### src/rtl/vga_scanout.sv
// 640x480@60 VGA scanout: reads a 320x240 RGB332 framebuffer with 2x2 pixel doubling.
// Optional vblank interrupt pulse is built only when VGA_VBLANK_IRQ_EN is defined.
module vga_scanout #(
  parameter int unsigned CLK_DIV  = 4,
  parameter int unsigned READ_LAT = 2,
  parameter int unsigned H_VIS    = 640,
  parameter int unsigned H_FP     = 16,
  parameter int unsigned H_SYNC   = 96,
  parameter int unsigned H_BP     = 48,
  parameter int unsigned V_VIS    = 480,
  parameter int unsigned V_FP     = 10,
  parameter int unsigned V_SYNC   = 2,
  parameter int unsigned V_BP     = 33,
  parameter int unsigned FB_W     = 320
) (
  input  logic        memclk,
  input  logic        rst,
  output logic [16:0] vgactl_addr,
  input  logic [7:0]  vgactl_dat,
  output logic [3:0]  vga_r,
  output logic [3:0]  vga_g,
  output logic [3:0]  vga_b,
  output logic        vga_hs,
  output logic        vga_vs,
  output logic        vblank_irq
);

  localparam int unsigned H_TOT = H_VIS + H_FP + H_SYNC + H_BP;
  localparam int unsigned V_TOT = V_VIS + V_FP + V_SYNC + V_BP;
  localparam int unsigned DIV_W = (CLK_DIV > 1) ? $clog2(CLK_DIV) : 1;

  logic [DIV_W-1:0] r_div_cnt;
  logic [9:0]       r_hcnt;
  logic [9:0]       r_vcnt;
  logic [16:0]      r_row_base;
  logic [16:0]      r_addr;
  logic [7:0]       r_pix_q;
  logic             r_act_d;
  logic             r_hs_d;
  logic             r_vs_d;
  logic [3:0]       r_vga_r;
  logic [3:0]       r_vga_g;
  logic [3:0]       r_vga_b;
  logic             r_vga_hs;
  logic             r_vga_vs;

  logic        w_pix_tick;
  logic        w_h_wrap;
  logic        w_v_wrap;
  logic        w_active;
  logic        w_hs_raw;
  logic        w_vs_raw;
  logic [7:0]  w_pix;
  logic [16:0] w_addr;

  assign w_pix_tick = (r_div_cnt == DIV_W'(CLK_DIV - 1));
  assign w_h_wrap   = (r_hcnt == 10'(H_TOT - 1));
  assign w_v_wrap   = (r_vcnt == 10'(V_TOT - 1));
  assign w_active   = (r_hcnt < 10'(H_VIS)) && (r_vcnt < 10'(V_VIS));
  assign w_hs_raw   = !((r_hcnt >= 10'(H_VIS + H_FP)) && (r_hcnt < 10'(H_VIS + H_FP + H_SYNC)));
  assign w_vs_raw   = !((r_vcnt >= 10'(V_VIS + V_FP)) && (r_vcnt < 10'(V_VIS + V_FP + V_SYNC)));
  assign w_addr     = r_row_base + {8'd0, r_hcnt[9:1]};
  // When data lands on the tick edge itself, bypass pix_q so the output sees it in time.
  assign w_pix      = (READ_LAT == CLK_DIV - 1) ? vgactl_dat : r_pix_q;

  always_ff @(posedge memclk) begin
    if (!rst) begin
      r_div_cnt  <= '0;
      r_hcnt     <= '0;
      r_vcnt     <= '0;
      r_row_base <= '0;
      r_addr     <= '0;
      r_pix_q    <= '0;
      r_act_d    <= 1'b0;
      r_hs_d     <= 1'b1;
      r_vs_d     <= 1'b1;
      r_vga_r    <= '0;
      r_vga_g    <= '0;
      r_vga_b    <= '0;
      r_vga_hs   <= 1'b1;
      r_vga_vs   <= 1'b1;
    end else begin
      r_div_cnt <= w_pix_tick ? '0 : r_div_cnt + 1'b1;
      if (r_div_cnt == DIV_W'(READ_LAT)) begin
        r_pix_q <= vgactl_dat;
      end
      if (w_pix_tick) begin
        r_hcnt <= w_h_wrap ? '0 : r_hcnt + 10'd1;
        if (w_h_wrap) begin
          r_vcnt <= w_v_wrap ? '0 : r_vcnt + 10'd1;
          // Advance one framebuffer row after every second visible line.
          if (w_v_wrap) begin
            r_row_base <= '0;
          end else if ((r_vcnt < 10'(V_VIS)) && r_vcnt[0]) begin
            r_row_base <= r_row_base + 17'(FB_W);
          end
        end
        if (w_active) begin
          r_addr <= w_addr;
        end
        r_act_d  <= w_active;
        r_hs_d   <= w_hs_raw;
        r_vs_d   <= w_vs_raw;
        r_vga_hs <= r_hs_d;
        r_vga_vs <= r_vs_d;
        r_vga_r  <= r_act_d ? {w_pix[7:5], w_pix[7]} : 4'd0;
        r_vga_g  <= r_act_d ? {w_pix[4:2], w_pix[4]} : 4'd0;
        r_vga_b  <= r_act_d ? {w_pix[1:0], w_pix[1:0]} : 4'd0;
      end
    end
  end

  assign vgactl_addr = r_addr;
  assign vga_r       = r_vga_r;
  assign vga_g       = r_vga_g;
  assign vga_b       = r_vga_b;
  assign vga_hs      = r_vga_hs;
  assign vga_vs      = r_vga_vs;

`ifdef VGA_VBLANK_IRQ_EN
  logic r_irq;

  always_ff @(posedge memclk) begin
    if (!rst) begin
      r_irq <= 1'b0;
    end else begin
      r_irq <= w_pix_tick && w_h_wrap && (r_vcnt == 10'(V_VIS - 1));
    end
  end

  assign vblank_irq = r_irq;
`else
  assign vblank_irq = 1'b0;
`endif

endmodule

### config.mk
export PLATFORM = sky130hd
export DESIGN_NAME = vga_scanout
export DESIGN_NICKNAME = d
export VERILOG_FILES = /design/src/rtl/vga_scanout.sv
export SDC_FILE = /design/constraint.sdc
export NUM_CORES = 1
export LEC_CHECK = 0
export CAP_MARGIN = 20
export CORE_ASPECT_RATIO = 2
export CORE_MARGIN = 4
export CORE_UTILIZATION = 40
export DETAILED_ROUTE_END_ITERATION = 10
export SLEW_MARGIN = 20
export SYNTH_ARGS = -nofsm -noshare
export SYNTH_HDL_FRONTEND = slang
export SYNTH_SLANG_ARGS = --single-unit
### constraint.sdc
create_clock -name memclk -period 4.6 [get_ports memclk]
set_clock_uncertainty 0.2 [all_clocks]
set_input_delay 1.15 -clock memclk [delete_from_list [all_inputs] [get_ports memclk]]
set_output_delay 1.15 -clock memclk [all_outputs]
set_load 0.03 [all_outputs]
==> impl_results.html, run 1 <==
<table>
<tr><th>Metric</th><th>Value</th></tr>
<tr><th colspan="2">Routing</th></tr>
<tr><td>WL per Instance</td><td>13.8 µm</td></tr>
<tr><td>Antenna Violating Nets Remaining</td><td>0</td></tr>
<tr><td>Number of detailed-route iterations in the first pass</td><td>4</td></tr>
<tr><td>Routed vias</td><td>2535</td></tr>
<tr><td>Iter 0 DRT Violations</td><td>140</td></tr>
<tr><td>Count of unresolved DRC violations after routing</td><td>0</td></tr>
<tr><td>DR vias/cell</td><td>5.18</td></tr>
<tr><td>Total detailed-routing wirelength</td><td>6760 µm</td></tr>
<tr><th colspan="2">Synthesis</th></tr>
<tr><td>Synth area leader</td><td>dfxtp_1</td></tr>
<tr><td>Gate Count Post-Synth</td><td>359</td></tr>
<tr><td>Fraction of the yosys area taken by sequential cells</td><td>0.457</td></tr>
<tr><td>Combinational family with the most area after synthesis</td><td>simple AND/OR/NAND/NOR gates</td></tr>
<tr><td>Leading post-synthesis cells by cell area</td><td>dfxtp_1, a21oi_1, xnor2_1</td></tr>
<tr><td>Count of different cell masters after synthesis</td><td>38</td></tr>
<tr><td>Mux contribution to synthesized area</td><td>0.0354</td></tr>
<tr><td>Area share of the largest cell type after synthesis</td><td>0.457</td></tr>
<tr><td>Total of warnings raised by yosys</td><td>0</td></tr>
<tr><td>Area share of xor/xnor cells in the synthesized design</td><td>0.0788</td></tr>
<tr><td>Post-synthesis instance area</td><td>3110 µm²</td></tr>
<tr><td>Compound-cell area share of the yosys netlist</td><td>0.117</td></tr>
<tr><td>Adder and majority cell fraction of the synthesized area</td><td>0.0442</td></tr>
<tr><td>Synthesized area per cell</td><td>8.67 µm²</td></tr>
<tr><td>Net count after synthesis</td><td>380</td></tr>
<tr><td>Area share of and/or/nand/nor cells after synthesis</td><td>0.223</td></tr>
<tr><td>Flop and latch count out of synthesis</td><td>71</td></tr>
<tr><th colspan="2">Floorplanning</th></tr>
<tr><td>Die boundary height</td><td>133 µm</td></tr>
<tr><td>Standard cell core area</td><td>7600 µm²</td></tr>
<tr><td>Number of top-level pins</td><td>42</td></tr>
<tr><td>Total Die Area</td><td>9340 µm²</td></tr>
<tr><td>Starting utilization of the core area</td><td>0.410</td></tr>
<tr><td>Num rows</td><td>45</td></tr>
<tr><td>Die extent in x</td><td>70.4 µm</td></tr>
<tr><th colspan="2">Worst setup path</th></tr>
<tr><td>Launching element of the worst setup path</td><td>r_hcnt[1]</td></tr>
<tr><td>Worst R2R Path Depth</td><td>6</td></tr>
<tr><td>Element type at the critical path start</td><td>register</td></tr>
<tr><td>Worst-case register-to-register setup slack</td><td>1.70 ns</td></tr>
<tr><td>Critical setup path kind</td><td>reg2reg</td></tr>
<tr><td>Critical Path Fanout Max</td><td>16</td></tr>
<tr><td>Capture instance of the worst register-to-register path</td><td>r_row_base[14]</td></tr>
<tr><td>Worst endpoint data arrival time</td><td>2.97 ns</td></tr>
<tr><td>Cell with the largest stage delay on the worst path</td><td>or4_1</td></tr>
<tr><td>Cells traversed along the worst timing path</td><td>ha_1 &gt; and4_1 &gt; nand4_1 &gt; a21o_1 &gt; or4_1 &gt; a21oi_1</td></tr>
<tr><td>Critical path's largest stage delay</td><td>0.56 ns</td></tr>
<tr><td>Launching point of the worst reg2reg path</td><td>r_hcnt[1]</td></tr>
<tr><td>Required time of the critical path</td><td>4.66 ns</td></tr>
<tr><td>Nature of the critical path endpoint</td><td>register</td></tr>
<tr><th colspan="2">STA</th></tr>
<tr><td>Final setup TNS</td><td>0 ns</td></tr>
<tr><td>Endpoints failing setup</td><td>0</td></tr>
<tr><td>Final critical-path required period</td><td>2.90 ns</td></tr>
<tr><td>Unrepaired setup endpoints after global routing</td><td>false</td></tr>
<tr><td>Number of hold violations in the final report</td><td>0</td></tr>
<tr><td>Max-slew violation count</td><td>0</td></tr>
<tr><td>Relative slew margins</td><td>0.397</td></tr>
<tr><td>Least-Margin Pin Slew</td><td>0.892 ns</td></tr>
<tr><td>Fin crit share</td><td>0.631</td></tr>
<tr><td>Maximum clock frequency</td><td>344 MHz</td></tr>
<tr><th colspan="2">Finish</th></tr>
<tr><td>Syn-to-layout area delta</td><td>24.6%</td></tr>
<tr><td>Fin nets</td><td>411</td></tr>
<tr><td>Proportion of layout cells with a drive suffix above 1</td><td>0.0506</td></tr>
<tr><td>Post-route core utilization</td><td>0.510</td></tr>
<tr><td>Total inserted antenna cells</td><td>0</td></tr>
<tr><td>Filler cell count in the final layout</td><td>746</td></tr>
<tr><th colspan="2">Hold path</th></tr>
<tr><td>Tightest Hold Check Type</td><td>reg2reg</td></tr>
<tr><td>Worst hold path startpoint</td><td>r_div_cnt[0]</td></tr>
<tr><td>Number of stages on the worst hold path</td><td>1</td></tr>
<tr><td>Worst Hold Endpoint</td><td>r_div_cnt[0]</td></tr>
<tr><th colspan="2">Placed design</th></tr>
<tr><td>Total half-perimeter wirelength after legalization and detailed placement</td><td>4920 µm</td></tr>
<tr><td># port buffers</td><td>40</td></tr>
<tr><td>Final weighted congestion in routability-driven placement</td><td>0.779</td></tr>
<tr><th colspan="2">Global route</th></tr>
<tr><td>Wire length of the first global-routing pass</td><td>11300 µm</td></tr>
<tr><td>Overflow left after global routing</td><td>0</td></tr>
<tr><td>Maximum number of pins on one net before global-route repair</td><td>36</td></tr>
<tr><td>Layer carrying the most global-route usage</td><td>met2</td></tr>
<tr><td>Global-route usage over all layers</td><td>0.152</td></tr>
<tr><td>Via count of the first global-routing pass</td><td>2416</td></tr>
<tr><td>Met1 usage in global routing</td><td>0.157</td></tr>
<tr><td>Met3 track utilization from global routing</td><td>0.0403</td></tr>
<tr><td>GR met2 Demand/Resource</td><td>0.281</td></tr>
<tr><td>Antenna violations before repair</td><td>0</td></tr>
<tr><th colspan="2">Power</th></tr>
<tr><td>Comb pwr share</td><td>0.054</td></tr>
<tr><td>VDD IR-drop max</td><td>174 µV</td></tr>
<tr><td>Part of the power in registers</td><td>0.433</td></tr>
<tr><td>Fraction of power consumed by the clock network</td><td>0.513</td></tr>
<tr><td>Net Sw Power</td><td>0.309 mW</td></tr>
<tr><td>Net switching fraction of the power</td><td>0.210</td></tr>
<tr><td>Leakage</td><td>1.29 nW</td></tr>
<tr><td>Power density of the placed cells</td><td>380 nW/µm²</td></tr>
<tr><td>Cell-internal power</td><td>1.16 mW</td></tr>
<tr><th colspan="2">Clock network</th></tr>
<tr><td>Maximum number of buffers from clock root to sink</td><td>2</td></tr>
<tr><td>Number of levels in the clock H-tree</td><td>3</td></tr>
<tr><td>Number of buffers created by CTS</td><td>9</td></tr>
<tr><td>Clk Tree Root Cell</td><td>clkbuf_16</td></tr>
<tr><td>Post-cts gate resize count</td><td>0</td></tr>
<tr><td>Num Clock Sinks</td><td>71</td></tr>
<tr><td>Post-CTS setup buffer count</td><td>0</td></tr>
<tr><td>Hold-fix buffers at CTS</td><td>0</td></tr>
<tr><td>Insertion delay to the later sink of the worst-skew pair</td><td>0.33 ns</td></tr>
<tr><td>CTS tree</td><td>done</td></tr>
<tr><td>Clock slew at the register clock pins of the worst setup and hold paths</td><td>0.06 ns</td></tr>
<tr><th colspan="2">Job</th></tr>
<tr><td>Maxcap violations</td><td>0</td></tr>
<tr><th colspan="2">Outcome</th></tr>
<tr><td>Outcome</td><td>finished clean</td></tr>
</table>
-- state kept, by name (all words and copies together) (netlist names), 3 cells and up --
register     flops
r_hcnt          10
vga_r            3
r_vcnt          10
r_row_base      11
r_pix_q          8
vgactl_addr     17
vga_g            3
-- through the flow --
step                hold slack (ns)  cells  power (mW)  setup WS, ns  instance area, µm²
floorplan                     0.217    359       0.702          2.50                3110
global placement              0.229    473       0.732          1.50                3540
detailed placement            0.236    473       0.732          1.67                3550
CTS                           0.247    489        1.49          1.69                3880
global route                  0.262    489        1.53          1.45                3880
finish                        0.245    489        1.47          1.70                3880
-- power groups by stage --
stage	clock [mW]	sequential, mW	combinational [mW]
after floorplan	0	0.658	0.0445
after global placement	0	0.651	0.0802
after detailed placement	0	0.652	0.0807
after CTS	0.775	0.638	0.0813
after global routing	0.799	0.639	0.0872
final	0.755	0.638	0.0793
-- cells in the final DEF (no fill, tap or decap), drive strengths merged --
cell / count
mux2i: 11
nor4bb: 1
clkinv: 2
nor2: 43
and4: 2
or3: 2
a21oi: 37
a2111oi: 1
nand3: 14
xor2: 7
clkbuf: 11
nor4: 5
clkdlybuf4s50: 40
ha: 11
nand2: 37
conb: 1
buf: 2
o21a: 1
o21ai: 13
bufinv: 2
nor3: 5
nor4b: 2
clkinvlp: 2
inv: 7
dfxtp: 71
o211ai: 1
a22oi: 1
a211oi: 2
o31ai: 6
nand4b: 1
a21o: 2
nand2b: 11
and3: 4
nand4: 8
or4: 7
xnor2: 21
a41oi: 1
-- worst max-delay path by stage --
stage	endpoint	slack, ns	depth (start not counted)
4_1_cts	r_row_base[14]	1.69	6
6_report	r_row_base[14]	1.70	6
3_5_place_dp	vgactl_addr[10]	1.67	4
3_3_place_gp	r_vcnt[0]	1.50	3
5_1_grt	r_row_base[13]	1.45	6
2_1_floorplan	r_row_base[14]	2.50	6
-- final cells by class --
type	instances	area (µm²)	area share
well taps	94	118	0.0303
repair buffers	42	415	0.107
clock buffers	11	253	0.0652
inverters	8	30.0	0.00774
flip-flops and latches	71	1420	0.366
clock inverters	5	80.1	0.0206
multi-input cells	258	1560	0.403
-- metal layers --
layer / routed length [µm] / share of wire / vias to the layer above
met3: 249 / 0.037 / 9
met1: 2650 / 0.39 / 1185
met2: 3760 / 0.56 / 42
met5: 0 / 0 / -
met4: 102 / 0.015 / 0
li1: - / - / 1299
-- cells in the mapped netlist, drive strengths merged --
cell type and n:
a2111oi 1, a211oi 2, a21o 2, a21oi 37
a22oi 1, a41oi 1, and3 4, and4 2
buf 9, clkbuf 13, clkinv 1, conb 1
dfxtp 71, ha 11, inv 7, mux2i 11
nand2 37, nand2b 11, nand3 14, nand4 8
nand4b 1, nor2 43, nor3 5, nor4 5
nor4b 2, nor4bb 1, o211ai 1, o21a 1
o21ai 13, o31ai 6, or3 2, or4 7
xnor2 21, xor2 7
-- cell families (layout without fill, tap and decap cells) --
| family | after synthesis | count (layout) |
|---|---|---|
| mux | 11 | 11 |
| other cells | 1 | 1 |
| flops | 71 | 71 |
| buf+inv | 30 | 66 |
| xor+xnor | 28 | 28 |
| simple gates | 142 | 142 |
| compound gates | 65 | 65 |
| fa+ha+maj | 11 | 11 |
-- critical path: cells and delay by family, from the launching register on --
family	cells	cell delay, ns
AO/OA/AOI/OAI	2	0.65
adder cells (fa/ha/maj)	1	0.19
flip-flops	1	0.40
AND/OR/NAND/NOR	3	1.39
(Power assumes the default switching activity.)
==> run 2, diff against run 1 <==
==> constraint.sdc (replaced) <==
create_clock -name memclk -period 2.3 [get_ports memclk]
set_clock_uncertainty 0.2 [all_clocks]
set_input_delay 0.575 -clock memclk [delete_from_list [all_inputs] [get_ports memclk]]
set_output_delay 0.575 -clock memclk [all_outputs]
set_load 0.03 [all_outputs]
==> impl_results.html, run 2 (synthesis results as in run 1) <==
<table>
<tr><th>Metric</th><th>Value</th></tr>
<tr><th colspan="2">Clock network</th></tr>
<tr><td>Clk Tree Root Cell</td><td>clkbuf_16</td></tr>
<tr><td>Number of levels in the clock H-tree</td><td>3</td></tr>
<tr><td>Clock slew at the register clock pins of the worst setup and hold paths</td><td>0.05 ns</td></tr>
<tr><td>Number of buffers created by CTS</td><td>9</td></tr>
<tr><td>Insertion delay to the later sink of the worst-skew pair</td><td>0.33 ns</td></tr>
<tr><td>Num Clock Sinks</td><td>71</td></tr>
<tr><td>Hold-fix buffers at CTS</td><td>0</td></tr>
<tr><td>Post-CTS setup buffer count</td><td>0</td></tr>
<tr><td>Maximum number of buffers from clock root to sink</td><td>2</td></tr>
<tr><td>CTS tree</td><td>done</td></tr>
<tr><th colspan="2">Routing</th></tr>
<tr><td>Antenna Violating Nets Remaining</td><td>0</td></tr>
<tr><td>Number of detailed-route iterations in the first pass</td><td>4</td></tr>
<tr><td>DR vias/cell</td><td>5.23</td></tr>
<tr><td>WL per Instance</td><td>14.6 µm</td></tr>
<tr><td>Iter 0 DRT Violations</td><td>139</td></tr>
<tr><td>Count of unresolved DRC violations after routing</td><td>0</td></tr>
<tr><td>Total detailed-routing wirelength</td><td>7440 µm</td></tr>
<tr><td>Routed vias</td><td>2655</td></tr>
<tr><th colspan="2">Worst setup path</th></tr>
<tr><td>Critical setup path kind</td><td>reg2reg</td></tr>
<tr><td>Worst-case register-to-register setup slack</td><td>0.13 ns</td></tr>
<tr><td>Cell with the largest stage delay on the worst path</td><td>or4_1</td></tr>
<tr><td>Worst endpoint data arrival time</td><td>2.23 ns</td></tr>
<tr><td>Critical Path Fanout Max</td><td>16</td></tr>
<tr><td>Cells traversed along the worst timing path</td><td>inv_1 &gt; ha_1 &gt; nor4bb_1 &gt; nand4_1 &gt; a21o_4 &gt; or4_1 &gt; a21oi_1</td></tr>
<tr><td>Kind of cell adding the most delay to the critical path</td><td>simple AND/OR/NAND/NOR gates</td></tr>
<tr><td>Required time of the critical path</td><td>2.36 ns</td></tr>
<tr><td>Worst R2R Path Depth</td><td>7</td></tr>
<tr><td>Launching point of the worst reg2reg path</td><td>r_vcnt[0]</td></tr>
<tr><td>Worst Path Buf+Inv</td><td>1</td></tr>
<tr><td>Element type at the critical path start</td><td>register</td></tr>
<tr><td>Critical path's largest stage delay</td><td>0.51 ns</td></tr>
<tr><td>Capture instance of the worst register-to-register path</td><td>r_row_base[14]</td></tr>
<tr><td>Nature of the critical path endpoint</td><td>register</td></tr>
<tr><th colspan="2">Global route</th></tr>
<tr><td>Global-route usage over all layers</td><td>0.167</td></tr>
<tr><td>Wire length of the first global-routing pass</td><td>12300 µm</td></tr>
<tr><td>Via count of the first global-routing pass</td><td>2572</td></tr>
<tr><td>Antenna violations before repair</td><td>0</td></tr>
<tr><td>Maximum number of pins on one net before global-route repair</td><td>37</td></tr>
<tr><td>Overflow left after global routing</td><td>0</td></tr>
<tr><th colspan="2">STA</th></tr>
<tr><td>Least-Margin Pin Slew</td><td>0.556 ns</td></tr>
<tr><td>Max-slew violation count</td><td>0</td></tr>
<tr><td>Endpoints failing setup</td><td>0</td></tr>
<tr><td>Number of hold violations in the final report</td><td>0</td></tr>
<tr><td>Unrepaired setup endpoints after global routing</td><td>true</td></tr>
<tr><td>Fin crit share</td><td>0.942</td></tr>
<tr><td>Relative slew margins</td><td>0.629</td></tr>
<tr><td>Maximum clock frequency</td><td>461 MHz</td></tr>
<tr><td>Final critical-path required period</td><td>2.17 ns</td></tr>
<tr><td>Crit path setup slack, layout</td><td>0.133 ns</td></tr>
<tr><th colspan="2">Job</th></tr>
<tr><td>Maxcap violations</td><td>0</td></tr>
<tr><th colspan="2">Hold path</th></tr>
<tr><td>Worst Hold Endpoint</td><td>r_div_cnt[0]</td></tr>
<tr><td>Tightest Hold Check Type</td><td>reg2reg</td></tr>
<tr><td>Number of stages on the worst hold path</td><td>1</td></tr>
<tr><td>Worst hold path startpoint</td><td>r_div_cnt[0]</td></tr>
<tr><th colspan="2">Floorplanning</th></tr>
<tr><td>Starting utilization of the core area</td><td>0.410</td></tr>
<tr><td>Number of top-level pins</td><td>42</td></tr>
<tr><td>Num rows</td><td>45</td></tr>
<tr><td>Total Die Area</td><td>9340 µm²</td></tr>
<tr><td>Standard cell core area</td><td>7600 µm²</td></tr>
<tr><td>Die boundary height</td><td>133 µm</td></tr>
<tr><td>Die extent in x</td><td>70.4 µm</td></tr>
<tr><th colspan="2">Power</th></tr>
<tr><td>VDD IR-drop max</td><td>306 µV</td></tr>
<tr><td>Leakage</td><td>1.38 nW</td></tr>
<tr><td>Power density of the placed cells</td><td>688 nW/µm²</td></tr>
<tr><th colspan="2">Finish</th></tr>
<tr><td>Fin nets</td><td>432</td></tr>
<tr><td>Number of standard cells in the final layout excluding fillers</td><td>508</td></tr>
<tr><td>Filler cell count in the final layout</td><td>739</td></tr>
<tr><td>Proportion of layout cells with a drive suffix above 1</td><td>0.0918</td></tr>
<tr><td>Most common cell after layout, fill and taps aside</td><td>dfxtp_1</td></tr>
<tr><td>Total inserted antenna cells</td><td>0</td></tr>
<tr><td>Number of flip-flops in the largest register</td><td>17</td></tr>
<tr><td>Syn-to-layout area delta</td><td>28.3%</td></tr>
<tr><td>Commonest non-fill, non-tap cells in the layout</td><td>dfxtp_1, nor2_1, clkdlybuf4s50_1</td></tr>
<tr><th colspan="2">Placed design</th></tr>
<tr><td># port buffers</td><td>40</td></tr>
<tr><td>Worst setup slack before clock tree synthesis</td><td>0.0855 ns</td></tr>
<tr><td>Final weighted congestion in routability-driven placement</td><td>0.813</td></tr>
<tr><td>Total half-perimeter wirelength after legalization and detailed placement</td><td>5530 µm</td></tr>
<tr><td># placed instances</td><td>494</td></tr>
<tr><th colspan="2">Outcome</th></tr>
<tr><td>Outcome</td><td>finished clean</td></tr>
</table>
## run 2: changes by cell type in the layout (fill, tap and decap cells not counted), sizes merged
| cell | previous run | this run |
|---|---|---|
| bufinv | 2 | 0 |
| buf | 2 | 23 |
| clkbuf | 11 | 14 |
| clkinv | 2 | 1 |
| clkinvlp | 2 | 0 |
## run 2: final cells by class
type	count	area [µm²]	share of cell area
Timing Repair Buffer	63	573	0.144
Sequential cell	71	1420	0.356
Inverter	8	30.0	0.00752
Tap cell	94	118	0.0295
Clock buffer	14	284	0.0711
Multi-Input combinational cell	258	1570	0.392
## run 2: what timing repair did
action,4_1_cts,5_1_grt
endpoints found under the hold margin,0,0
resized for setup,0,3
endpoints found under the setup margin,0,7
## run 2: through the flow
| stage | util | area [µm²] | power, mW | setup TNS [ns] | hold slack [ns] |
|---|---|---|---|---|---|
| detailed placement | 0.487 | 3700 | 1.47 | 0 | 0.236 |
| finish | 0.525 | 3990 | 2.75 | 0 | 0.239 |
| floorplan | - | 3110 | 1.40 | 0 | 0.217 |
| CTS | 0.524 | 3980 | 2.78 | 0 | 0.243 |
| global route | 0.525 | 3990 | 2.84 | -0.0183 | 0.265 |
| global placement | 0.487 | 3700 | 1.47 | 0 | 0.228 |
## run 2: worst max-delay path by stage
stage                endpoint          from  cells past startpoint
6_report       r_row_base[14]     r_vcnt[0]                      7
3_3_place_gp   r_row_base[12]     r_vcnt[0]                      7
3_5_place_dp   r_row_base[14]  r_div_cnt[0]                      6
5_1_grt        r_row_base[14]     r_vcnt[0]                      7
2_1_floorplan  r_row_base[14]     r_hcnt[0]                      6
4_1_cts        r_row_base[12]     r_vcnt[0]                      7
## run 2: report_power, final
part / leakage [nW] / internal (mW) / switching [mW]
clock network: 0.141 / 0.835 / 0.467
registers: 0.574 / 1.26 / 0.0167
logic: 0.670 / 0.0714 / 0.0970
total: 1.38 / 2.16 / 0.581
## run 2: routing by layer
layer,part of all wire,routed length [µm],global-route usage
met5,0,0,0
met4,0.037,276,0.0981
met3,0.030,223,0.0357
met2,0.55,4130,0.313
met1,0.38,2820,0.162
## run 2: worst register-to-register path, cell delays in order (launching register included)
cell and delay [ns]:
dfxtp_1 0.31, inv_1 0.08, ha_1 0.15, nor4bb_1 0.26, nand4_1 0.17, a21o_4 0.29
or4_1 0.51, a21oi_1 0.14
==> run 3, diff against run 2 <==
--- a/config.mk
+++ b/config.mk
@@ -10,6 +10,7 @@
 export CORE_MARGIN = 4
 export CORE_UTILIZATION = 40
 export DETAILED_ROUTE_END_ITERATION = 10
+export SETUP_SLACK_MARGIN = 0.4
 export SLEW_MARGIN = 20
 export SYNTH_ARGS = -nofsm -noshare
 export SYNTH_HDL_FRONTEND = slang
==> impl_results.html, run 3 (synthesis results as in run 1) <==
<table>
<tr><th>Metric</th><th>Value</th></tr>
<tr><th colspan="2">Floorplanning</th></tr>
<tr><td>Die extent in x</td><td>70.4 µm</td></tr>
<tr><td>Num rows</td><td>45</td></tr>
<tr><td>Starting utilization of the core area</td><td>0.410</td></tr>
<tr><td>Total Die Area</td><td>9340 µm²</td></tr>
<tr><td>Die boundary height</td><td>133 µm</td></tr>
<tr><td>Standard cell core area</td><td>7600 µm²</td></tr>
<tr><td>Number of top-level pins</td><td>42</td></tr>
<tr><th colspan="2">STA</th></tr>
<tr><td>Relative slew margins</td><td>0.587</td></tr>
<tr><td>Maximum clock frequency</td><td>478 MHz</td></tr>
<tr><td>Final critical-path required period</td><td>2.09 ns</td></tr>
<tr><td>Max-slew violation count</td><td>0</td></tr>
<tr><td>Unrepaired setup endpoints after global routing</td><td>true</td></tr>
<tr><td>Least-Margin Pin Slew</td><td>0.620 ns</td></tr>
<tr><td>Final setup TNS</td><td>0 ns</td></tr>
<tr><td>Crit path setup slack, layout</td><td>0.209 ns</td></tr>
<tr><td>Number of hold violations in the final report</td><td>0</td></tr>
<tr><td>Endpoints failing setup</td><td>0</td></tr>
<tr><td>Fin crit share</td><td>0.909</td></tr>
<tr><th colspan="2">Global route</th></tr>
<tr><td>Overflow left after global routing</td><td>0</td></tr>
<tr><td>Maximum number of pins on one net before global-route repair</td><td>31</td></tr>
<tr><td>Global-route usage over all layers</td><td>0.177</td></tr>
<tr><td>Wire length of the first global-routing pass</td><td>13100 µm</td></tr>
<tr><td>Antenna violations before repair</td><td>0</td></tr>
<tr><td>Via count of the first global-routing pass</td><td>2811</td></tr>
<tr><th colspan="2">Routing</th></tr>
<tr><td>Antenna Violating Nets Remaining</td><td>0</td></tr>
<tr><td>DR vias/cell</td><td>5.31</td></tr>
<tr><td>Count of unresolved DRC violations after routing</td><td>0</td></tr>
<tr><td>Iter 0 DRT Violations</td><td>101</td></tr>
<tr><td>Number of detailed-route iterations in the first pass</td><td>4</td></tr>
<tr><td>Total detailed-routing wirelength</td><td>8420 µm</td></tr>
<tr><td>WL per Instance</td><td>15.9 µm</td></tr>
<tr><td>Routed vias</td><td>2818</td></tr>
<tr><th colspan="2">Clock network</th></tr>
<tr><td>Number of levels in the clock H-tree</td><td>3</td></tr>
<tr><td>Maximum number of buffers from clock root to sink</td><td>2</td></tr>
<tr><td>Insertion delay to the later sink of the worst-skew pair</td><td>0.33 ns</td></tr>
<tr><td>Clock slew at the register clock pins of the worst setup and hold paths</td><td>0.05 ns</td></tr>
<tr><td>Number of buffers created by CTS</td><td>9</td></tr>
<tr><td>Clk Tree Root Cell</td><td>clkbuf_16</td></tr>
<tr><td>Num Clock Sinks</td><td>71</td></tr>
<tr><td>CTS tree</td><td>done</td></tr>
<tr><th colspan="2">Worst setup path</th></tr>
<tr><td>Critical Path Fanout Max</td><td>3</td></tr>
<tr><td>Cells traversed along the worst timing path</td><td>nor4b_2 &gt; nand4_1 &gt; buf_4 &gt; buf_6 &gt; buf_6 &gt; buf_6 &gt; buf_6 &gt; nor3_2 &gt; a21oi_1 &gt; nor2_1</td></tr>
<tr><td>Worst R2R Path Depth</td><td>10</td></tr>
<tr><td>Critical path's largest stage delay</td><td>0.42 ns</td></tr>
<tr><td>Critical setup path kind</td><td>reg2reg</td></tr>
<tr><td>Element type at the critical path start</td><td>register</td></tr>
<tr><td>Worst endpoint data arrival time</td><td>2.15 ns</td></tr>
<tr><td>Critical Path Most Common Cell</td><td>buf_6</td></tr>
<tr><td>Required time of the critical path</td><td>2.36 ns</td></tr>
<tr><td>Nature of the critical path endpoint</td><td>register</td></tr>
<tr><td>Capture instance of the worst register-to-register path</td><td>r_row_base[6]</td></tr>
<tr><td>Launching point of the worst reg2reg path</td><td>r_hcnt[8]</td></tr>
<tr><td>Cell with the largest stage delay on the worst path</td><td>dfxtp_1</td></tr>
<tr><td>Worst-case register-to-register setup slack</td><td>0.21 ns</td></tr>
<tr><th colspan="2">Finish</th></tr>
<tr><td>Syn-to-layout area delta</td><td>44.9%</td></tr>
<tr><td>Fin nets</td><td>453</td></tr>
<tr><td>Filler cell count in the final layout</td><td>679</td></tr>
<tr><td>Most common cell after layout, fill and taps aside</td><td>dfxtp_1</td></tr>
<tr><td>Total inserted antenna cells</td><td>0</td></tr>
<tr><td>Number of flip-flops in the largest register</td><td>17</td></tr>
<tr><td>Commonest non-fill, non-tap cells in the layout</td><td>dfxtp_1, nor2_1, nand2_1</td></tr>
<tr><td>Proportion of layout cells with a drive suffix above 1</td><td>0.261</td></tr>
<tr><th colspan="2">Power</th></tr>
<tr><td>VDD IR-drop max</td><td>405 µV</td></tr>
<tr><td>Power density of the placed cells</td><td>608 nW/µm²</td></tr>
<tr><td>Leakage</td><td>1.68 nW</td></tr>
<tr><th colspan="2">Hold path</th></tr>
<tr><td>Worst Hold Endpoint</td><td>vgactl_addr[3]</td></tr>
<tr><td>Number of stages on the worst hold path</td><td>2</td></tr>
<tr><td>Tightest Hold Check Type</td><td>reg2reg</td></tr>
<tr><td>Worst hold path startpoint</td><td>vgactl_addr[3]</td></tr>
<tr><th colspan="2">Placed design</th></tr>
<tr><td>Worst setup slack before clock tree synthesis</td><td>0.0761 ns</td></tr>
<tr><td>Total half-perimeter wirelength after legalization and detailed placement</td><td>5270 µm</td></tr>
<tr><td># port buffers</td><td>40</td></tr>
<tr><td>Final weighted congestion in routability-driven placement</td><td>0.776</td></tr>
<tr><th colspan="2">Job</th></tr>
<tr><td>Maxcap violations</td><td>0</td></tr>
<tr><th colspan="2">Outcome</th></tr>
<tr><td>Outcome</td><td>finished clean</td></tr>
</table>
[run 3: changes by cell type in the layout (fill, tap and decap cells not counted), sizes merged]
cell and delta:
clkinvlp +1, clkdlybuf4s50 -31, buf +20, clkdlybuf4s15 +2, dlygate4sd2 +29, clkbuf -1
a21o +1, clkinv +2
[run 3: final cells by class]
| cell class | instances | area [µm²] | area share |
|---|---|---|---|
| multi-input combinational | 259 | 1860 | 0.413 |
| inverter | 8 | 32.5 | 0.00721 |
| clock inverter | 3 | 17.5 | 0.00388 |
| timing repair buffer | 83 | 781 | 0.173 |
| sequential | 71 | 1440 | 0.319 |
| clock buffer | 13 | 260 | 0.0577 |
| tap | 94 | 118 | 0.0261 |
[run 3: metal layers]
layer  routed length (µm)  vias up  track usage
li1                     -     1383            -
met1                 3100     1332        0.164
met2                 4720       80        0.331
met3                  307       23       0.0433
met4                  286        0        0.111
met5                    0        -            0
[run 3: where the power goes]
| group | switching, mW | leakage, nW | internal, mW |
|---|---|---|---|
| logic | 0.108 | 0.969 | 0.0851 |
| registers | 0.0187 | 0.579 | 1.26 |
| clock network | 0.491 | 0.136 | 0.785 |
| total | 0.618 | 1.68 | 2.13 |
[run 3: metrics by stage]
stage / hold slack, ns / util / std cells / total power, mW / cell area (µm²)
global route: 0.264 / 0.593 / 531 / 2.83 / 4510
finish: 0.252 / 0.593 / 531 / 2.74 / 4510
CTS: 0.255 / 0.561 / 525 / 2.76 / 4260
global placement: 0.225 / 0.481 / 483 / 1.47 / 3660
floorplan: 0.218 / - / 359 / 1.41 / 3160
detailed placement: 0.233 / 0.481 / 483 / 1.47 / 3660
[run 3: what timing repair did]
| item | 4_1_cts | 5_1_grt |
|---|---|---|
| gates resized for setup | 62 | 47 |
| hold buffers | 0 | 0 |
| buffers inserted | 22 | 6 |
| setup endpoints to repair | 59 | 48 |
| cloned | 4 | 0 |
| pin swaps | 12 | 22 |
[run 3: how the worst max path moves through the flow]
stage                 startpoint  slack, ns            end
detailed placement     r_vcnt[0]       0.08      r_vcnt[5]
CTS                 r_div_cnt[0]       0.18      r_vcnt[5]
floorplan              r_hcnt[1]       0.33      r_vcnt[7]
finish                 r_hcnt[8]       0.21  r_row_base[6]
global placement       r_vcnt[0]       0.13      r_vcnt[0]
global route           r_hcnt[8]       0.15  r_row_base[8]
[run 3: worst max-delay path: cells and delay by family (launching register included)]
family                 cells  cell delay [ns]
AND/OR/NAND/NOR            4             0.67
buffers and inverters      5             0.66
AO/OA/AOI/OAI              1             0.07
flip-flops                 1             0.42
